File: config.mk
export PLATFORM = sky130hd
export DESIGN_NAME = serial_full_adder
export DESIGN_NICKNAME = d
export VERILOG_FILES = /design/src/rtl/serial_full_adder.sv
export SDC_FILE = /design/constraint.sdc
export NUM_CORES = 1
export LEC_CHECK = 0
export ABC_AREA = 1
export BUFFER_PORTS_ARGS = -buffer_cell sky130_fd_sc_hd__buf_2
export CAP_MARGIN = 20
export CELL_PAD_IN_SITES_DETAIL_PLACEMENT = 0
export CELL_PAD_IN_SITES_GLOBAL_PLACEMENT = 1
export CORE_AREA = 8 8 77 72
export CTS_CLUSTER_DIAMETER = 200
export DETAILED_ROUTE_END_ITERATION = 7
export DIE_AREA = 0 0 85 80
export GPL_TIMING_DRIVEN = 0
export HOLD_SLACK_MARGIN = 0.12
export PLACE_DENSITY_LB_ADDON = 0.12
export RECOVER_POWER = 50
export SLEW_MARGIN = 20
export SYNTH_ARGS = -nofsm -noshare
export SYNTH_HDL_FRONTEND = slang
export SYNTH_SLANG_ARGS = --single-unit
File: constraint.sdc
create_clock -name clk -period 3.25 [get_ports clk]
set_input_delay 0.1625 -clock clk [delete_from_list [all_inputs] [get_ports clk]]
set_output_delay 0.1625 -clock clk [all_outputs]
set_load 0.01 [all_outputs]
File: src/rtl/serial_full_adder.sv
// rtl/serial_full_adder.sv - bit-serial A+B+Cin adder, LSB first, one full-adder cell
module serial_full_adder #(
    parameter int WIDTH = 8
) (
    input  logic             clk,
    input  logic             rst_n,
    input  logic             start,
    input  logic [WIDTH-1:0] a,
    input  logic [WIDTH-1:0] b,
    input  logic             cin,
    output logic             busy,
    output logic             done,
    output logic [WIDTH-1:0] sum,
    output logic             cout
);

    localparam int CW = $clog2(WIDTH + 1);

    typedef enum logic [1:0] {
        IDLE,
        SHIFT,
        DONE
    } state_t;

    state_t           state;
    logic [WIDTH-1:0] a_sr;
    logic [WIDTH-1:0] b_sr;
    logic [WIDTH-1:0] res;
    logic             carry;
    logic [CW-1:0]    cnt;

    logic             s;
    logic             c_next;
    logic [WIDTH:0]   res_cat;
    logic [WIDTH-1:0] res_next;

    assign s        = a_sr[0] ^ b_sr[0] ^ carry;
    assign c_next   = (a_sr[0] & b_sr[0]) | (carry & (a_sr[0] ^ b_sr[0]));
    // New bit enters at the MSB; after WIDTH shifts bit 0 holds the first sum bit.
    assign res_cat  = {s, res};
    assign res_next = res_cat[WIDTH:1];

    always_ff @(posedge clk or negedge rst_n) begin
        if (!rst_n) begin
            state <= IDLE;
            a_sr  <= '0;
            b_sr  <= '0;
            res   <= '0;
            carry <= 1'b0;
            cnt   <= '0;
            busy  <= 1'b0;
            done  <= 1'b0;
            sum   <= '0;
            cout  <= 1'b0;
        end else begin
            case (state)
                IDLE: begin
                    done <= 1'b0;
                    if (start) begin
                        a_sr  <= a;
                        b_sr  <= b;
                        carry <= cin;
                        res   <= '0;
                        cnt   <= '0;
                        busy  <= 1'b1;
                        state <= SHIFT;
                    end
                end
                SHIFT: begin
                    res   <= res_next;
                    a_sr  <= a_sr >> 1;
                    b_sr  <= b_sr >> 1;
                    carry <= c_next;
                    cnt   <= cnt + CW'(1);
                    if (cnt == CW'(WIDTH - 1)) begin
                        sum   <= res_next;
                        cout  <= c_next;
                        done  <= 1'b1;
                        state <= DONE;
                    end
                end
                DONE: begin
                    done  <= 1'b0;
                    busy  <= 1'b0;
                    state <= IDLE;
                end
                default: begin
                    done  <= 1'b0;
                    busy  <= 1'b0;
                    state <= IDLE;
                end
            endcase
        end
    end

endmodule

Word-level counts from Yosys, hierarchy flattened
Cells that the tools add are included.
{"block": "totals", "reg_bits": 42, "inputBits": 20, "out_inout_bits": 11, "elab_cells": 44}
{"block": "classes", "n_addsub": 1, "n_eq_ne": 4, "muxes": 17, "n_bitwise": 6, "reduce_logical": 6}
{"cell": "8-bit one-hot mux with 2 select lines", "count": 3}
{"cell": "8-bit two-way mux", "count": 3}
{"cell": "4-bit one-hot mux with 2 select lines", "count": 1}
{"cell": "2-bit AND reduction", "count": 4}
{"cell": "4-bit by 1-bit adder with 4-bit output (second input constant)", "count": 1}
{"cell": "4-bit by 3-bit == test with 1-bit output (second input constant)", "count": 1}
{"cell": "1-bit two-way mux", "count": 4}
{"cell": "2-bit two-way mux", "count": 2}
{"cell": "4-bit two-way mux", "count": 1}
{"cell": "2-bit inequality test (second input constant)", "count": 2}
{"cell": "1-bit one-hot mux with 2 select lines", "count": 2}
{"cell": "2-bit one-hot mux with 2 select lines", "count": 1}
{"cell": "1-bit AND", "count": 2}
{"cell": "2-bit by 1-bit == test with 1-bit output (second input constant)", "count": 1}
{"cell": "2-bit zero test", "count": 1}
{"cell": "2-bit nonzero test", "count": 1}
{"cell": "1-bit XOR", "count": 2}
{"cell": "1-bit inverter", "count": 1}
{"cell": "1-bit bitwise OR", "count": 1}

Longest topological paths before layout
{"block": "depth", "depth_word": 4, "depth_mapped": 6, "mapped_depth_nobuf": 6}

Least setup slack after synthesis
OpenSTA, ideal clock, no wires.
{"block": "synth_path", "path_type": "register to register", "from": "register a_sr[0]", "to": "register sum[7]", "setup_ns": 0.065, "t_arrival_ns": 1.050, "slack_ns": 2.135, "path_stages_with_launch": 4, "path_buffers": 0, "period_less_slack_ns": 1.115, "cell_sequence": "dfrtp_1 -> fa_1 -> nand3_1 -> nand2_1"}
{"block": "synth_between", "elab_chain_cells": 2}
{"element": "start, declared", "line": "26", "source": "logic [WIDTH-1:0] a_sr;"}
{"element": "start signal, assigned", "line": "71", "source": "a_sr <= a_sr >> 1;"}
{"element": "1-bit XOR (2 in a row)", "line": "37", "source": "assign s = a_sr[0] ^ b_sr[0] ^ carry;"}
{"element": "net s", "line": "32", "source": "logic s;"}
{"element": "end signal, assigned", "line": "76", "source": "sum <= res_next;"}
{"element": "end, declared", "line": "13", "source": "output logic [WIDTH-1:0] sum,"}
The timed path passes the listed nets, and every way through them passes these cells.
A chain may end at the register's enable or synchronous reset.

Worst setup path in the final report
{"block": "layout_path", "from": "register state[1]", "to": "register a_sr[7]"}
{"block": "layout_between", "elab_chain_cells": 3, "word_cells_on_any_way": 6, "classes_between": "2 x eq/ne; 1 x mux; 3 x reduce/logical"}
{"element": "start, declared", "line": "25", "source": "state_t state;"}
{"element": "start signal, assigned", "line": "45", "source": "state <= IDLE;"}
{"element": "start signal, assigned", "line": "66", "source": "state <= SHIFT;"}
{"element": "start signal, assigned", "line": "79", "source": "state <= DONE;"}
{"element": "2-bit by 1-bit == test with 1-bit output or 2-bit zero test (tied branches)", "line": "56", "source": "case (state)"}
{"element": "2-bit nonzero test (no source line) or 2-bit inequality test (tied branches)"}
{"element": "2-bit AND reduction (no source line)"}
Parallel ways exist; a longest one is shown, timed or not.

==> out/metrics.yaml <==
timing:
  tightestPinTransition_ns: 0.913
  slew_violations: 0
  finClkSkew_ns: 0.00611
  setup_viol_count_final: 0
  finalHoldViolations: 0
  fmax_mhz: 614
  rsz0062_at_grt: "false"
  fin_crit_ns: 1.63
  period_share: 0.501
  tns_ns: 0
  maxSlewHeadroom: 0.391
drt:
  drtIter0Drc: 120
  drt-total-wl_um: 4020
  first_pass_iters: 4
  wl_per_cell_um: 13.2
  drc_errors: 0
  ant_nets: 0
  avgViaCountPerCell: 4.91
  vias: 1499
worst_setup_path:
  crit_required_ns: 3.48
  crit_fanout: 10
  cp_cell_sequence: "inv_1, nand2_1, clkbuf_1, clkbuf_1, nand3_1, nand2_1"
  ff2ff_setup_slack_ns: 1.62
  startpoint_type: "flop"
  crit_type: "reg2reg"
  slowest_delay_ns: 0.45
  end_kind: "flop"
  critical_path_arrival_ns: 1.86
  slowest_stage: "clkbuf_1"
clock_network:
  htreeDepth: 2
  cts_tree: "done"
  clock-sinks: 41
  clk_pin_slew_worst_paths_ns: 0.08
  cts_max_path_buffers: 2
  clk_latency_ns: 0.29
  cts_resized: 0
  cts-root-buf: "clkbuf_8"
  cts_inserted_buffers: 5
logic_synthesis:
  syn_inst: 199
  ys.warnings.count: 0
  synth_edf_count: 0
  netlist_area_um2: 1820
  avgSynthCellArea_um2: 9.16
  synthArstFlopShare: 1.00
  synth-main-ff-cell: "dfrtp_1"
  ys_seq_area_frac: 0.563
  ys_seq_elements: 41
  synthesis.nets: 221
  ys_types: 16
place:
  gp_congestion: 0.797
  hpwl_um: 2650
  placed_cell_area_um2: 2040
  io_buffers: 30
global_route:
  antenna_found_initial: 0
  grt_max_degree: 42
  grt_pass1_vias: 1488
  track_usage: 0.128
  grt_pass1_wl_um: 6980
  overflow: 0
flow_run:
  max_cap_viol_count: 0
finish:
  layout_commonest_cell: "nand2_1"
  most-common-layout-cells: "75 x nand2_1, 54 x nand3_1, 41 x dfrtp_1, 21 x buf_2, 18 x dlygate4sd3_1"
  finalNetCount: 276
  design_area_um2: 2290
  syn_to_final_growth_pct: 25.8
  fillers: 405
  fin_util: 0.535
  n_antenna_cell: 0
  drive_gt1_frac: 0.149
power_and_ir_drop:
  power_density_nw_per_um2: 897
  power_mw: 2.06
  vdd_drop_max_v: 0.000428
  total_leakage_power_nw: 1.17
run_status:
  status: "complete, no violations"
floorplanning:
  fp.dieW_um: 85
  die_area_um2: 6800
  die_h_um: 80
  io_pins: 31
  start_util: 0.425
  rows: 23
  core_um2: 4290
worst_hold_path:
  hold_path.class: "in2reg"
## through the flow
step                      setup slack (ns)  instances  hold slack, ns
after global placement                2.05        279           0.329
after CTS                             2.00        305           0.286
after global routing                  1.43        305           0.413
after floorplan                       2.13        199          -0.133
final                                 1.62        305           0.370
after detailed placement              2.01        279           0.362
## final timing paths
path / start / endpoint / cells past startpoint
setup / recovery: state[1] / a_sr[7] / 6
hold / removal: start / b_sr[2] / 5
setup reg to reg: state[1] / a_sr[7] / 6
hold reg to reg: sum[3] / sum[3] / 2
max in group asynchronous: rst_n / cnt[2] / 2
min in group asynchronous: rst_n / b_sr[2] / 2
## layout make-up
type	instances	area (um^2)	area share
plain buffers	11	81.3	0.0355
clock buffers	5	68.8	0.0300
clock inverters	3	65.1	0.0284
inverters	5	23.8	0.0104
multi-input cells	142	649	0.283
flip-flops and latches	41	1030	0.447
well taps	50	62.6	0.0273
repair buffers	48	317	0.138
## where the power goes
| part | internal, mW | total [mW] | leakage (nW) | switching [mW] |
|---|---|---|---|---|
| Combinational | 0.281 | 0.705 | 0.575 | 0.425 |
| Clock | 0.305 | 0.484 | 0.0681 | 0.179 |
| Sequential | 0.726 | 0.868 | 0.523 | 0.142 |
## cell usage after synthesis (2+ instances only)
cell type | count | area, um^2
buf_2 | 2 | 10.0
buf_6 | 9 | 101
dfrtp_1 | 41 | 1030
inv_1 | 3 | 11.3
nand2_1 | 73 | 274
nand2_2 | 3 | 18.8
nand3_1 | 54 | 270
nor2_1 | 3 | 11.3
nor2_4 | 2 | 22.5
o21ai_0 | 3 | 15.0
## logic make-up after synthesis
logic type	Yosys count	synth area share
DFF	41	0.563
adders and majority gates	2	0.0178
AOI/OAI and AO/OA	3	0.00823
buffers and inverters	16	0.0741
and+or+nand+nor	137	0.337
## worst max-delay path, delay by kind of cell, from the launching register on
kind | cells | cell delay (ns)
simple gates | 3 | 0.32
flops | 1 | 0.33
buf+inv | 3 | 0.91
## sequential cells by signal, indices dropped and copies added, names as in the netlist
register  flops
res           7
carry         1
busy          1
cout          1
state         2
a_sr          8
cnt           4
done          1
sum           8
b_sr          8
## metal layers
metal,GRT usage,wire (um)
met1,0.163,1940
met4,0.0480,40
met2,0.200,1780
met5,0,0
met3,0.0370,259
## what timing repair did
action,in CTS,in global routing
endpoints found under the setup margin,0,0
endpoints found under the hold margin,58,0
hold buffers,18,0
setup buffers,0,0
Note: power is estimated with default switching activity, not from simulation.
